`src/rtl/lsu_pkg.sv`:
```
// Shared encodings and decode helpers for the RV32I load/store unit.
package lsu_pkg;

    localparam logic [2:0] F3_B  = 3'b000;
    localparam logic [2:0] F3_H  = 3'b001;
    localparam logic [2:0] F3_W  = 3'b010;
    localparam logic [2:0] F3_BU = 3'b100;
    localparam logic [2:0] F3_HU = 3'b101;

    localparam logic [2:0] STRB_WORD  = 3'b000;
    localparam logic [2:0] STRB_LO_H  = 3'b001;
    localparam logic [2:0] STRB_NOP   = 3'b010;
    localparam logic [2:0] STRB_HI_H  = 3'b011;
    localparam logic [2:0] STRB_BYTE0 = 3'b100;
    localparam logic [2:0] STRB_BYTE1 = 3'b101;
    localparam logic [2:0] STRB_BYTE2 = 3'b110;
    localparam logic [2:0] STRB_BYTE3 = 3'b111;

    typedef enum logic [1:0] {
        IDLE    = 2'd0,
        ALIGNED = 2'd1,
        MIS     = 2'd2,
        ERR     = 2'd3
    } lsu_state_e;

    function automatic logic f3_legal(input logic we, input logic [2:0] f3);
        if (we) begin
            return (f3 == F3_B) || (f3 == F3_H) || (f3 == F3_W);
        end
        return (f3 == F3_B) || (f3 == F3_H) || (f3 == F3_W) ||
               (f3 == F3_BU) || (f3 == F3_HU);
    endfunction

    // f3[1:0] carries the access size for every legal encoding.
    function automatic logic is_misaligned(input logic [1:0] size, input logic [1:0] off);
        case (size)
            2'b01:   return off[0];
            2'b10:   return off != 2'b00;
            default: return 1'b0;
        endcase
    endfunction

    function automatic logic [2:0] aligned_strb(input logic [1:0] size, input logic [1:0] off);
        case (size)
            2'b10:   return STRB_WORD;
            2'b01:   return off[1] ? STRB_HI_H : STRB_LO_H;
            default: return {1'b1, off};
        endcase
    endfunction

endpackage

```
`src/rtl/lsu_load_extend.sv`:
```
// Selects the addressed byte/half of a word and sign- or zero-extends it.
module lsu_load_extend
    import lsu_pkg::*;
(
    input  logic [31:0] word_i,
    input  logic [1:0]  off_i,
    input  logic [2:0]  funct3_i,
    output logic [31:0] data_o
);

    logic [7:0]  byte_sel;
    logic [15:0] half_sel;

    always_comb begin
        byte_sel = word_i[{off_i, 3'b000} +: 8];
        half_sel = off_i[1] ? word_i[31:16] : word_i[15:0];
        case (funct3_i)
            F3_B:    data_o = {{24{byte_sel[7]}}, byte_sel};
            F3_H:    data_o = {{16{half_sel[15]}}, half_sel};
            F3_W:    data_o = word_i;
            F3_BU:   data_o = {24'h0, byte_sel};
            F3_HU:   data_o = {16'h0, half_sel};
            default: data_o = 32'h0;
        endcase
    end

endmodule

```
`src/rtl/lsu_mem_port.sv`:
```
// RV32I load/store port to a word-addressed memory; misaligned accesses are
// split into sequential single-byte operations.
module lsu_mem_port
    import lsu_pkg::*;
#(
    parameter  int unsigned DEPTH = 128,
    localparam int unsigned AW    = $clog2(DEPTH)
) (
    input  logic          clk,
    input  logic          rst,
    input  logic          req_valid,
    output logic          req_ready,
    input  logic          req_we,
    input  logic [2:0]    req_funct3,
    input  logic [31:0]   req_addr,
    input  logic [31:0]   req_wdata,
    output logic          resp_valid,
    output logic [31:0]   resp_rdata,
    output logic          resp_err,
    output logic [AW-1:0] mem_rd_addr,
    input  logic [31:0]   mem_rd_dout,
    output logic [AW-1:0] mem_wr_addr,
    output logic [31:0]   mem_wr_din,
    output logic          mem_we,
    output logic [2:0]    mem_wr_strb
);

    // Only the byte address bits that reach the word address are kept.
    localparam int unsigned BW = AW + 2;

    lsu_state_e    state_q, state_d;
    logic          we_q, we_d;
    logic [2:0]    f3_q, f3_d;
    logic [BW-1:0] addr_q, addr_d;
    logic [31:0]   wdata_q, wdata_d;
    logic [1:0]    cnt_q, cnt_d;
    logic [23:0]   asm_q, asm_d;

    logic [BW-1:0] byte_addr;
    logic [1:0]    lane;
    logic [7:0]    cur_byte;
    logic          last_byte;
    logic          we_raw;
    logic [31:0]   ext_word;
    logic [1:0]    ext_off;
    logic [31:0]   ext_data;
    logic          unused_addr_hi;

    assign unused_addr_hi = ^req_addr[31:BW];

    assign byte_addr = addr_q + BW'(cnt_q);
    assign lane      = byte_addr[1:0];
    assign cur_byte  = mem_rd_dout[{lane, 3'b000} +: 8];
    assign last_byte = cnt_q == ((f3_q[1:0] == 2'b01) ? 2'd1 : 2'd3);

    lsu_load_extend u_ext (
        .word_i   (ext_word),
        .off_i    (ext_off),
        .funct3_i (f3_q),
        .data_o   (ext_data)
    );

    always_ff @(posedge clk) begin
        if (rst) begin
            state_q <= IDLE;
            we_q    <= 1'b0;
            f3_q    <= 3'b000;
            addr_q  <= '0;
            wdata_q <= 32'h0;
            cnt_q   <= 2'd0;
            asm_q   <= 24'h0;
        end else begin
            state_q <= state_d;
            we_q    <= we_d;
            f3_q    <= f3_d;
            addr_q  <= addr_d;
            wdata_q <= wdata_d;
            cnt_q   <= cnt_d;
            asm_q   <= asm_d;
        end
    end

    always_comb begin
        state_d     = state_q;
        we_d        = we_q;
        f3_d        = f3_q;
        addr_d      = addr_q;
        wdata_d     = wdata_q;
        cnt_d       = cnt_q;
        asm_d       = asm_q;
        req_ready   = 1'b0;
        resp_valid  = 1'b0;
        resp_rdata  = 32'h0;
        resp_err    = 1'b0;
        mem_rd_addr = '0;
        mem_wr_din  = 32'h0;
        we_raw      = 1'b0;
        mem_wr_strb = STRB_NOP;
        ext_word    = mem_rd_dout;
        ext_off     = addr_q[1:0];

        case (state_q)
            IDLE: begin
                req_ready = 1'b1;
                if (req_valid) begin
                    we_d    = req_we;
                    f3_d    = req_funct3;
                    addr_d  = req_addr[BW-1:0];
                    wdata_d = req_wdata;
                    cnt_d   = 2'd0;
                    asm_d   = 24'h0;
                    if (!f3_legal(req_we, req_funct3)) begin
                        state_d = ERR;
                    end else if (is_misaligned(req_funct3[1:0], req_addr[1:0])) begin
                        state_d = MIS;
                    end else begin
                        state_d = ALIGNED;
                    end
                end
            end
            ALIGNED: begin
                mem_rd_addr = addr_q[BW-1:2];
                resp_valid  = 1'b1;
                if (we_q) begin
                    we_raw      = 1'b1;
                    mem_wr_din  = wdata_q;
                    mem_wr_strb = aligned_strb(f3_q[1:0], addr_q[1:0]);
                end else begin
                    resp_rdata = ext_data;
                end
                state_d = IDLE;
            end
            MIS: begin
                mem_rd_addr = byte_addr[BW-1:2];
                if (we_q) begin
                    we_raw      = 1'b1;
                    mem_wr_strb = {1'b1, lane};
                    mem_wr_din  = {24'h0, wdata_q[{cnt_q, 3'b000} +: 8]};
                end else begin
                    case (cnt_q)
                        2'd0:    asm_d[7:0]   = cur_byte;
                        2'd1:    asm_d[15:8]  = cur_byte;
                        2'd2:    asm_d[23:16] = cur_byte;
                        default: asm_d        = asm_q;
                    endcase
                    // Final byte comes straight from memory; earlier ones from asm_q.
                    ext_word = (f3_q[1:0] == 2'b01) ? {16'h0, cur_byte, asm_q[7:0]}
                                                    : {cur_byte, asm_q};
                    ext_off  = 2'b00;
                end
                if (last_byte) begin
                    resp_valid = 1'b1;
                    if (!we_q) begin
                        resp_rdata = ext_data;
                    end
                    state_d = IDLE;
                end else begin
                    cnt_d = cnt_q + 2'd1;
                end
            end
            ERR: begin
                resp_valid = 1'b1;
                resp_err   = 1'b1;
                state_d    = IDLE;
            end
            default: state_d = IDLE;
        endcase
    end

    assign mem_we      = we_raw & ~rst;
    assign mem_wr_addr = mem_rd_addr;

endmodule

```
`config.mk`:
```
export PLATFORM = sky130hd
export DESIGN_NAME = lsu_mem_port
export DESIGN_NICKNAME = d
export VERILOG_FILES = /design/src/rtl/lsu_pkg.sv /design/src/rtl/lsu_load_extend.sv /design/src/rtl/lsu_mem_port.sv
export SDC_FILE = /design/constraint.sdc
export NUM_CORES = 1
export LEC_CHECK = 0
export ABC_AREA = 0
export CAP_MARGIN = 20
export CORE_ASPECT_RATIO = 1.5
export CORE_MARGIN = 8
export CORE_UTILIZATION = 50
export CTS_CLUSTER_SIZE = 16
export DETAILED_ROUTE_END_ITERATION = 7
export PLACE_DENSITY = 0.95
export SETUP_SLACK_MARGIN = 0.2
export SYNTH_ARGS = -nofsm -noshare
export SYNTH_HDL_FRONTEND = slang
export SYNTH_SLANG_ARGS = --single-unit
```
`constraint.sdc`:
```
create_clock -name clk -period 4.8 [get_ports clk]
set_clock_uncertainty 0.05 [all_clocks]
set_input_delay 0.96 -clock clk [delete_from_list [all_inputs] [get_ports clk]]
set_output_delay 0.96 -clock clk [all_outputs]
set_load 0.005 [all_outputs]
```
Yosys cells after proc, flatten, opt, wreduce, memory -nomap -nowiden:

Index checks and enable logic that the tools add are counted.

* input port bits: 103
* register bits: 73
* output and inout port bits: 85
* word-level logic and storage cells: 110

* muxes and demuxes: 51
* shifts and indexed selects: 3
* reductions and logical operators: 18
* bitwise logic cells: 2
* add/sub/neg operators: 2
* equality and inequality tests: 25

Operators with widths (count)
* 32-bit two-way mux: 6
* 32-bit one-hot mux with 5 select lines: 1
* 32-bit one-hot mux with 2 select lines: 2
* 32-bit by 6-bit indexed part select with 8-bit output: 3
* 24-bit two-way mux: 2
* 24-bit one-hot mux with 2 select lines: 1
* 8-bit two-way mux: 4
* 2-bit two-way mux: 10
* 16-bit two-way mux: 1
* 1-bit two-way mux: 15
* 7-bit one-hot mux with 2 select lines: 1
* 3-bit == test, second input constant: 4
* 3-bit one-hot mux with 2 select lines: 2
* 4-bit AND reduction: 3
* 2-bit == test, second input constant: 5
* 9-bit by 2-bit adder with 9-bit output: 1
* 2-bit by 1-bit == test with 1-bit output, second input constant: 4
* 2-bit inequality test, second input constant: 4
* 3-bit by 1-bit == test with 1-bit output, second input constant: 2
* 3-bit by 2-bit == test with 1-bit output, second input constant: 2
* 3-bit logical NOT: 2
* 3-bit two-way mux: 2
* 2-bit by 1-bit inequality test with 1-bit output, second input constant: 3
* 2-bit one-hot mux with 3 select lines: 1
* 12 further kinds: 20

Logic depth before layout (Yosys ltp):

Gate-level depths: netlist of the first run.

* depth after elaboration: 15
* depth in mapped cells: 9
* gate-level depth less buffers: 6

Modules after synthesis:

From an unflattened synthesis of the first run, not the netlist that was laid out.

* cells, all modules: 673
* area total of the unflattened synthesis: 5327.6 µm²

Modules (own cells, without submodules)
* lsu_mem_port: area each 4565.6 µm², cells an instance 565, instances 1
* lsu_load_extend: area each 762.0 µm², cells an instance 108, instances 1

Worst setup path after synthesis of the first run:

No wires, ideal clock.

* path type: register to output
* start point: register cnt_q[0]
* end point: output resp_rdata[16]
* path buffers: 2
* setup slack: 1.642 ns
* data arrival time: 2.148 ns
* data required time: 3.790 ns
* cell stages (with the launch flop): 9
* cells stage by stage: dfxtp_1 > ha_1 > fa_1 > buf_4 > mux2i_1 > o221ai_1 > nand3b_2 > buf_2 > a31oi_1

* word-level cells in the longest chain between the ends: 10
* elaborated cells on any way between the ends: 12
* those cells by class: add/sub (1); eq/ne (1); shift (2); mux (8)

RTL lines
* from (decl): RTL line lsu_mem_port.sv:36 `logic [1:0] cnt_q, cnt_d;`
* from (signal assigned): RTL line lsu_mem_port.sv:78 `cnt_q <= cnt_d;`
* 9-bit by 2-bit adder with 9-bit output: RTL line lsu_mem_port.sv:51 `assign byte_addr = addr_q + BW'(cnt_q);`
* 32-bit by 6-bit indexed part select with 8-bit output: RTL line lsu_mem_port.sv:53 `assign cur_byte = mem_rd_dout[{lane, 3'b000} +: 8];`
* 32-bit two-way mux: RTL line lsu_mem_port.sv:147 `ext_word = (f3_q[1:0] == 2'b01) ? {16'h0, cur_byte, asm_q[7:0]}`
* 32-bit two-way mux: RTL line lsu_mem_port.sv:135 `if (we_q) begin`
* 32-bit two-way mux: RTL line lsu_mem_port.sv:102 `case (state_q)`
* 32-bit by 6-bit indexed part select with 8-bit output or 16-bit two-way mux (tied branches): RTL line lsu_load_extend.sv:15, lsu_load_extend.sv:16
* 32-bit one-hot mux with 5 select lines: RTL line lsu_load_extend.sv:17 `case (funct3_i)`
* 32-bit two-way mux: RTL line lsu_mem_port.sv:124, lsu_mem_port.sv:153
* 32-bit two-way mux: RTL line lsu_mem_port.sv:151 `if (last_byte) begin`
* 32-bit one-hot mux with 2 select lines *: RTL line lsu_mem_port.sv:102
* to (decl): RTL line lsu_mem_port.sv:18 `output logic [31:0] resp_rdata,`

Mark *: on every way between the ends. The rest lies on a longest branch, timed or not.

Final worst setup path of the first run:

* start point: register addr_q[0]
* end point: output resp_rdata[23]

* word-level cells in the longest chain between the ends: 10
* elaborated cells on any way between the ends: 13
* those cells by class: add/sub (1); shift (2); mux (10)

RTL lines
* from (decl): RTL line lsu_mem_port.sv:34 `logic [BW-1:0] addr_q, addr_d;`
* from (signal assigned): RTL line lsu_mem_port.sv:76 `addr_q <= addr_d;`
* 9-bit by 2-bit adder with 9-bit output: RTL line lsu_mem_port.sv:51
* 32-bit by 6-bit indexed part select with 8-bit output: RTL line lsu_mem_port.sv:53
* 32-bit two-way mux: RTL line lsu_mem_port.sv:147
* 32-bit two-way mux: RTL line lsu_mem_port.sv:135
* 32-bit two-way mux: RTL line lsu_mem_port.sv:102
* 32-bit by 6-bit indexed part select with 8-bit output or 16-bit two-way mux (tied branches): RTL line lsu_load_extend.sv:15, lsu_load_extend.sv:16
* 32-bit one-hot mux with 5 select lines *: RTL line lsu_load_extend.sv:17
* 32-bit two-way mux *: RTL line lsu_mem_port.sv:124, lsu_mem_port.sv:153
* 32-bit two-way mux: RTL line lsu_mem_port.sv:151
* 32-bit one-hot mux with 2 select lines *: RTL line lsu_mem_port.sv:102

Marked as above.

==> flow_metrics.tcl, run 1 <==
set metrics [dict create \
    synth_area_um2 5490 \
    cts_sinks 73 \
    ys_types 61 \
    max-cap-violations 0 \
    cellPowerDensity_nw_per_um2 265 \
    synth_top_area_cell "dfxtp_1" \
    dp_hpwl_um 13900 \
    fin_crit_ns 4.40 \
    hold_viol 0 \
    grt_overflow 0 \
    cp-end-kind "primary output" \
    synth_edf_count 0 \
    clock-root-buffer "clkbuf_16" \
    top_layer "met4" \
    antenna_found_initial 0 \
    setup_violations 0 \
    fin_tns_setup_ns 0 \
    worstPathMaxFanout 16 \
    wl_met2_um 9390 \
    worstSetupStartpointType "flop" \
    route.met3.wl_um 2160 \
    grt_pass1_vias 5943 \
    cts_setup_buffers 0 \
    die_x_um 102 \
    h-tree-depth 3 \
    clk_pin_slew_ns 0.06 \
    met1Wirelength_um 6650 \
    yosysSeqAreaShare 0.266 \
    crit_path_top_delay_cell "fa_2" \
    clock_latency_ns 0.34 \
    core-area_um2 10900 \
    viasPerCell 6.09 \
    post_cts_resized 0 \
    wl_per_cell_um 20.1 \
    ys_ff_latch 73 \
    stdcell_count 955 \
    synth.top_cell.area_share 0.266 \
    cp_slowest_stage_delay_ns 0.76 \
    layout-drive-gt1-share 0.105 \
    synthFlopType "dfxtp_1" \
    peakVddDrop_v 0.000230 \
    slew_headroom 0.293 \
    via_count 5818 \
    placed_area_um2 7110 \
    cts_tree "yes" \
    drc 0 \
    path_class "flop to primary output" \
    syn_avg_cell_area_um2 8.09 \
    yosys_warnings 0 \
    post-place-cells 940 \
    status "finished, final reports clean" \
    fin_nets 923 \
    io_pins 188 \
    place_congestion 0.929 \
    first_pass_iters 6 \
    fill_cells 850 \
    start_util 0.504 \
    rows 47 \
    syn_to_final_growth_pct 34.6 \
    finalCritPeriodShare 0.916 \
    worst-path-buf-inv 1 \
    wirelength_um 19200 \
    final_area_um2 7390 \
    worstSetupStartpoint "addr_q[0]$_SDFFE_PP0P_" \
    die_h_um 144 \
    reg2reg_from "state_q[0]$_SDFFE_PP0P_" \
    crit_chain "ha_1 -> fa_2 -> mux2i_1 -> o221ai_1 -> nand3b_2 -> a31oi_1 -> clkdlybuf4s50_1" \
    syn-num-nets 797 \
    fmax_mhz 227 \
    grt_max_degree 74 \
    hold_path_class "flop to flop" \
    p_leak_nw 2.61 \
    cts_buffer_depth 2 \
    slew_viol_final 0 \
    cp.arrival_ns 3.39 \
    async_flop_share 0 \
    die-area_um2 14700 \
    drtIter0Drc 431 \
    cts_buffers 9 \
    crit_family "adder cells" \
    grtUsageTotal 0.262 \
    worst_pin_slew_ns 1.06 \
    cp.required_ns 3.79 \
    ant_nets 0 \
    synth.top_cells.by_area "dfxtp_1 (27%), mux4_2 (8.6%), nand2_1 (8.5%)" \
    diodes 0 \
    holdCritStartpoint "wdata_q[18]$_SDFFE_PP0P_" \
    grt_pass1_wl_um 30000 \
    netlist_instances 678 \
    holdBufCountCts 0 \
    rsz0062_at_grt "no" \
    portBuffers 164 \
]
## placed cells by master, fill, tap and decap left out, types with 15 or more instances in the layout
cell	synthesis	layout
mux2i_1	30	30
dfxtp_1	73	73
a21oi_1	62	62
ha_1	15	15
mux4_2	21	21
nand2_1	125	125
a21boi_0	16	16
buf_4	12	17
nor2_1	52	52
and2_1	38	38
a31oi_1	17	17
o21ai_0	22	22
clkdlybuf4s50_1	0	163
## routing by layer
layer	vias to the layer above	global-route usage
met2	384	0.444
met1	2696	0.266
met3	78	0.0896
li1	2660	-
met5	-	0
met4	0	0.176
## registers in the layout (all words and copies together), names as in the netlist
signal   flops
wdata_q     32
asm_q       24
addr_q       9
f3_q         3
cnt_q        2
state_q      2
we_q         1
## path summary, 6_finish.rpt
check                                   to  slack, ns  depth (start not counted)
setup / recovery            resp_rdata[23]       0.40                          7
hold / removal    wdata_q[18]$_SDFFE_PP0P_       0.42                          2
setup reg to reg    asm_q[12]$_SDFFE_PP0P_       2.18                          8
hold reg to reg   wdata_q[18]$_SDFFE_PP0P_       0.42                          2
## worst min-delay path, delay by kind of cell (launching register included)
kind	cells	cell delay, ns
AND/OR/NAND/NOR	1	0.05
flip-flops	1	0.31
AO/OA/AOI/OAI	1	0.06
## cells in the mapped netlist, types with 11 or more instances
cell type / instances
a21boi_0: 16
a21oi_1: 62
a31oi_1: 17
and2_1: 38
buf_2: 16
buf_4: 12
clkbuf_1: 33
dfxtp_1: 73
ha_1: 15
inv_1: 11
mux2_2: 13
mux2i_1: 30
mux4_2: 21
nand2_1: 125
nor2_1: 52
nor3b_1: 11
o21ai_0: 22
## metrics by stage
step                hold slack (ns)  worst slack [ns]   util  power [mW]
floorplan                     0.392              1.64      -        1.09
global placement              0.398             0.553  0.653        1.29
detailed placement            0.412             0.512  0.653        1.30
CTS                           0.419             0.289  0.679        1.95
global route                  0.442             0.283  0.679        2.04
finish                        0.421             0.404  0.679        1.95
## logic make-up after synthesis
kind of cell | after synthesis | share of synthesized area
simple gates | 259 | 0.220
compound gates | 184 | 0.225
buf+inv | 77 | 0.0679
flops | 73 | 0.266
mux | 68 | 0.182
fa+ha+maj | 16 | 0.0378
xor+xnor | 1 | 0.00160
## cell type report
cell class              count  area (µm²)  share of cell area
flip-flops and latches     73        1460               0.198
clock buffers              11         233              0.0315
clock inverters             4        45.0             0.00610
well taps                 147         184              0.0249
inverters                  11        41.3             0.00559
repair buffers            181        1760               0.239
multi-input cells         528        3660               0.495
## report_power, final
| part | switching, mW | internal [mW] |
|---|---|---|
| combinational | 0.339 | 0.283 |
| clock | 0.251 | 0.397 |
| sequential | 0.0381 | 0.647 |
Note: power is estimated with default switching activity, not from simulation.
==> run 2, diff against run 1 <==
Settings changed: CAP_MARGIN 20 to unset.
==> results of run 2 <==
No change in the layout: final DEF, timing and power equal those of run 1.
==> run 3, diff against run 2 <==
Settings changed: CORE_UTILIZATION 50 to 31, PLACE_DENSITY 0.95 to 0.66.
==> flow_metrics.tcl, run 3 (same netlist as run 1, synthesis figures left out) <==
set metrics [dict create \
    status "finished, final reports clean" \
    switchingPower_uw 630 \
    internal_power_mw 1.41 \
    place_congestion 0.884 \
    slew_headroom 0.326 \
    cellPowerDensity_nw_per_um2 271 \
    cts_tree "yes" \
    fin_nets 925 \
    top_layer "met4" \
    start_util 0.316 \
    grt_pass1_vias 5470 \
    worstSetupStartpointType "flop" \
    slew_viol_final 0 \
    portBuffers 164 \
    fin_tns_setup_ns 0 \
    viasPerCell 5.38 \
    drc 0 \
    p_leak_nw 2.64 \
    layout_commonest_cell "clkdlybuf4s50_1" \
    worstPathMaxFanout 10 \
    comb_power_share 0.305 \
    swShare 0.308 \
    holdBufCountCts 0 \
    grtUsageTotal 0.169 \
    grt_pass1_wl_um 30500 \
    wl_met2_um 9570 \
    cp-end-kind "primary output" \
    cts_buffers 9 \
    io_pins 188 \
    path_class "flop to primary output" \
    met1Wirelength_um 7870 \
    p_seq_frac 0.334 \
    die-area_um2 22300 \
    first_pass_iters 5 \
    largest_register_ffs 32 \
    p_clk_frac 0.361 \
    route.met3.wl_um 1750 \
    post_cts_resized 0 \
    diodes 0 \
    clock-root-buffer "clkbuf_16" \
    ant_nets 0 \
    clk_pin_slew_ns 0.06 \
    die_x_um 125 \
    die_h_um 179 \
    antenna_found_initial 0 \
    worst_pin_slew_ns 1.01 \
    layout_common_cells "clkdlybuf4s50_1 (163), nand2_1 (125), dfxtp_1 (73)" \
    fin_crit_ns 4.47 \
    cts_setup_buffers 0 \
    final_core_util 0.434 \
    peakVddDrop_v 0.000222 \
    via_count 5502 \
    fmax_mhz 224 \
    dp_hpwl_um 14400 \
    wl_per_cell_um 19.2 \
    rows 59 \
    fin_ws_ns 0.331 \
    max-cap-violations 0 \
    core-area_um2 17300 \
    rsz0062_at_grt "no" \
    reg_top3 "wdata_q x32, asm_q x24, addr_q x9" \
    hold_viol 0 \
    finalCritPeriodShare 0.931 \
    grt_overflow 0 \
    place_ws_ns 0.657 \
    cts_sinks 73 \
    syn_to_final_growth_pct 37.3 \
    layout-drive-gt1-share 0.110 \
    cp.arrival_ns 3.46 \
    cp.required_ns 3.79 \
    h-tree-depth 3 \
    cts_buffer_depth 2 \
    grt_max_degree 74 \
    clock_latency_ns 0.33 \
    setup_violations 0 \
    drtIter0Drc 361 \
    regMostFlops "wdata_q" \
    hold_path_class "flop to flop" \
    wirelength_um 19600 \
]
## run 3: critical path, cell delays in order (launching register included)
cell and delay, ns:
dfxtp_1 0.32, ha_1 0.23, fa_1 0.90, mux4_2 0.43
mux2_2 0.28, o32ai_1 0.32, a21oi_1 0.16, clkdlybuf4s50_1 0.48
## run 3: power groups by stage
stage	clock, mW	combinational (mW)	sequential, mW
finish	0.739	0.623	0.683
detailed placement	0	0.623	0.696
floorplan	0	0.406	0.680
CTS	0.754	0.624	0.683
global route	0.782	0.678	0.688
global placement	0	0.618	0.694
## run 3: layout make-up
class	instances	area, µm²
multi-input cells	528	3660
clock buffers	11	253
inverters	11	41.3
fillers	1731	9810
repair buffers	183	1780
clock inverters	4	76.3
well taps	213	267
flip-flops and latches	73	1460
## run 3: metrics by stage
stage          hold WS, ns  std cells  instance area, µm²  power, mW
6_report             0.417       1023                7540       2.04
5_1_grt              0.442       1023                7540       2.15
4_1_cts              0.417       1023                7540       2.06
3_5_place_dp         0.409       1008                7210       1.32
3_3_place_gp         0.400       1008                7210       1.31
2_1_floorplan        0.392        678                5490       1.09
## run 3: worst paths after layout
path,startpoint,to,slack (ns),cells past startpoint
worst max-delay path,addr_q[0]$_SDFFE_PP0P_,resp_rdata[11],0.33,7
worst min-delay path,wdata_q[18]$_SDFFE_PP0P_,wdata_q[18]$_SDFFE_PP0P_,0.42,2
worst max register to register,addr_q[0]$_SDFFE_PP0P_,asm_q[18]$_SDFFE_PP0P_,2.19,7
worst min register to register,wdata_q[18]$_SDFFE_PP0P_,wdata_q[18]$_SDFFE_PP0P_,0.42,2
## run 3: per-layer routing
| layer | up-vias | track usage |
|---|---|---|
| li1 | 2663 | - |
| met1 | 2583 | 0.191 |
| met2 | 226 | 0.293 |
| met3 | 30 | 0.0598 |
| met4 | 0 | 0.0539 |
| met5 | - | 0 |
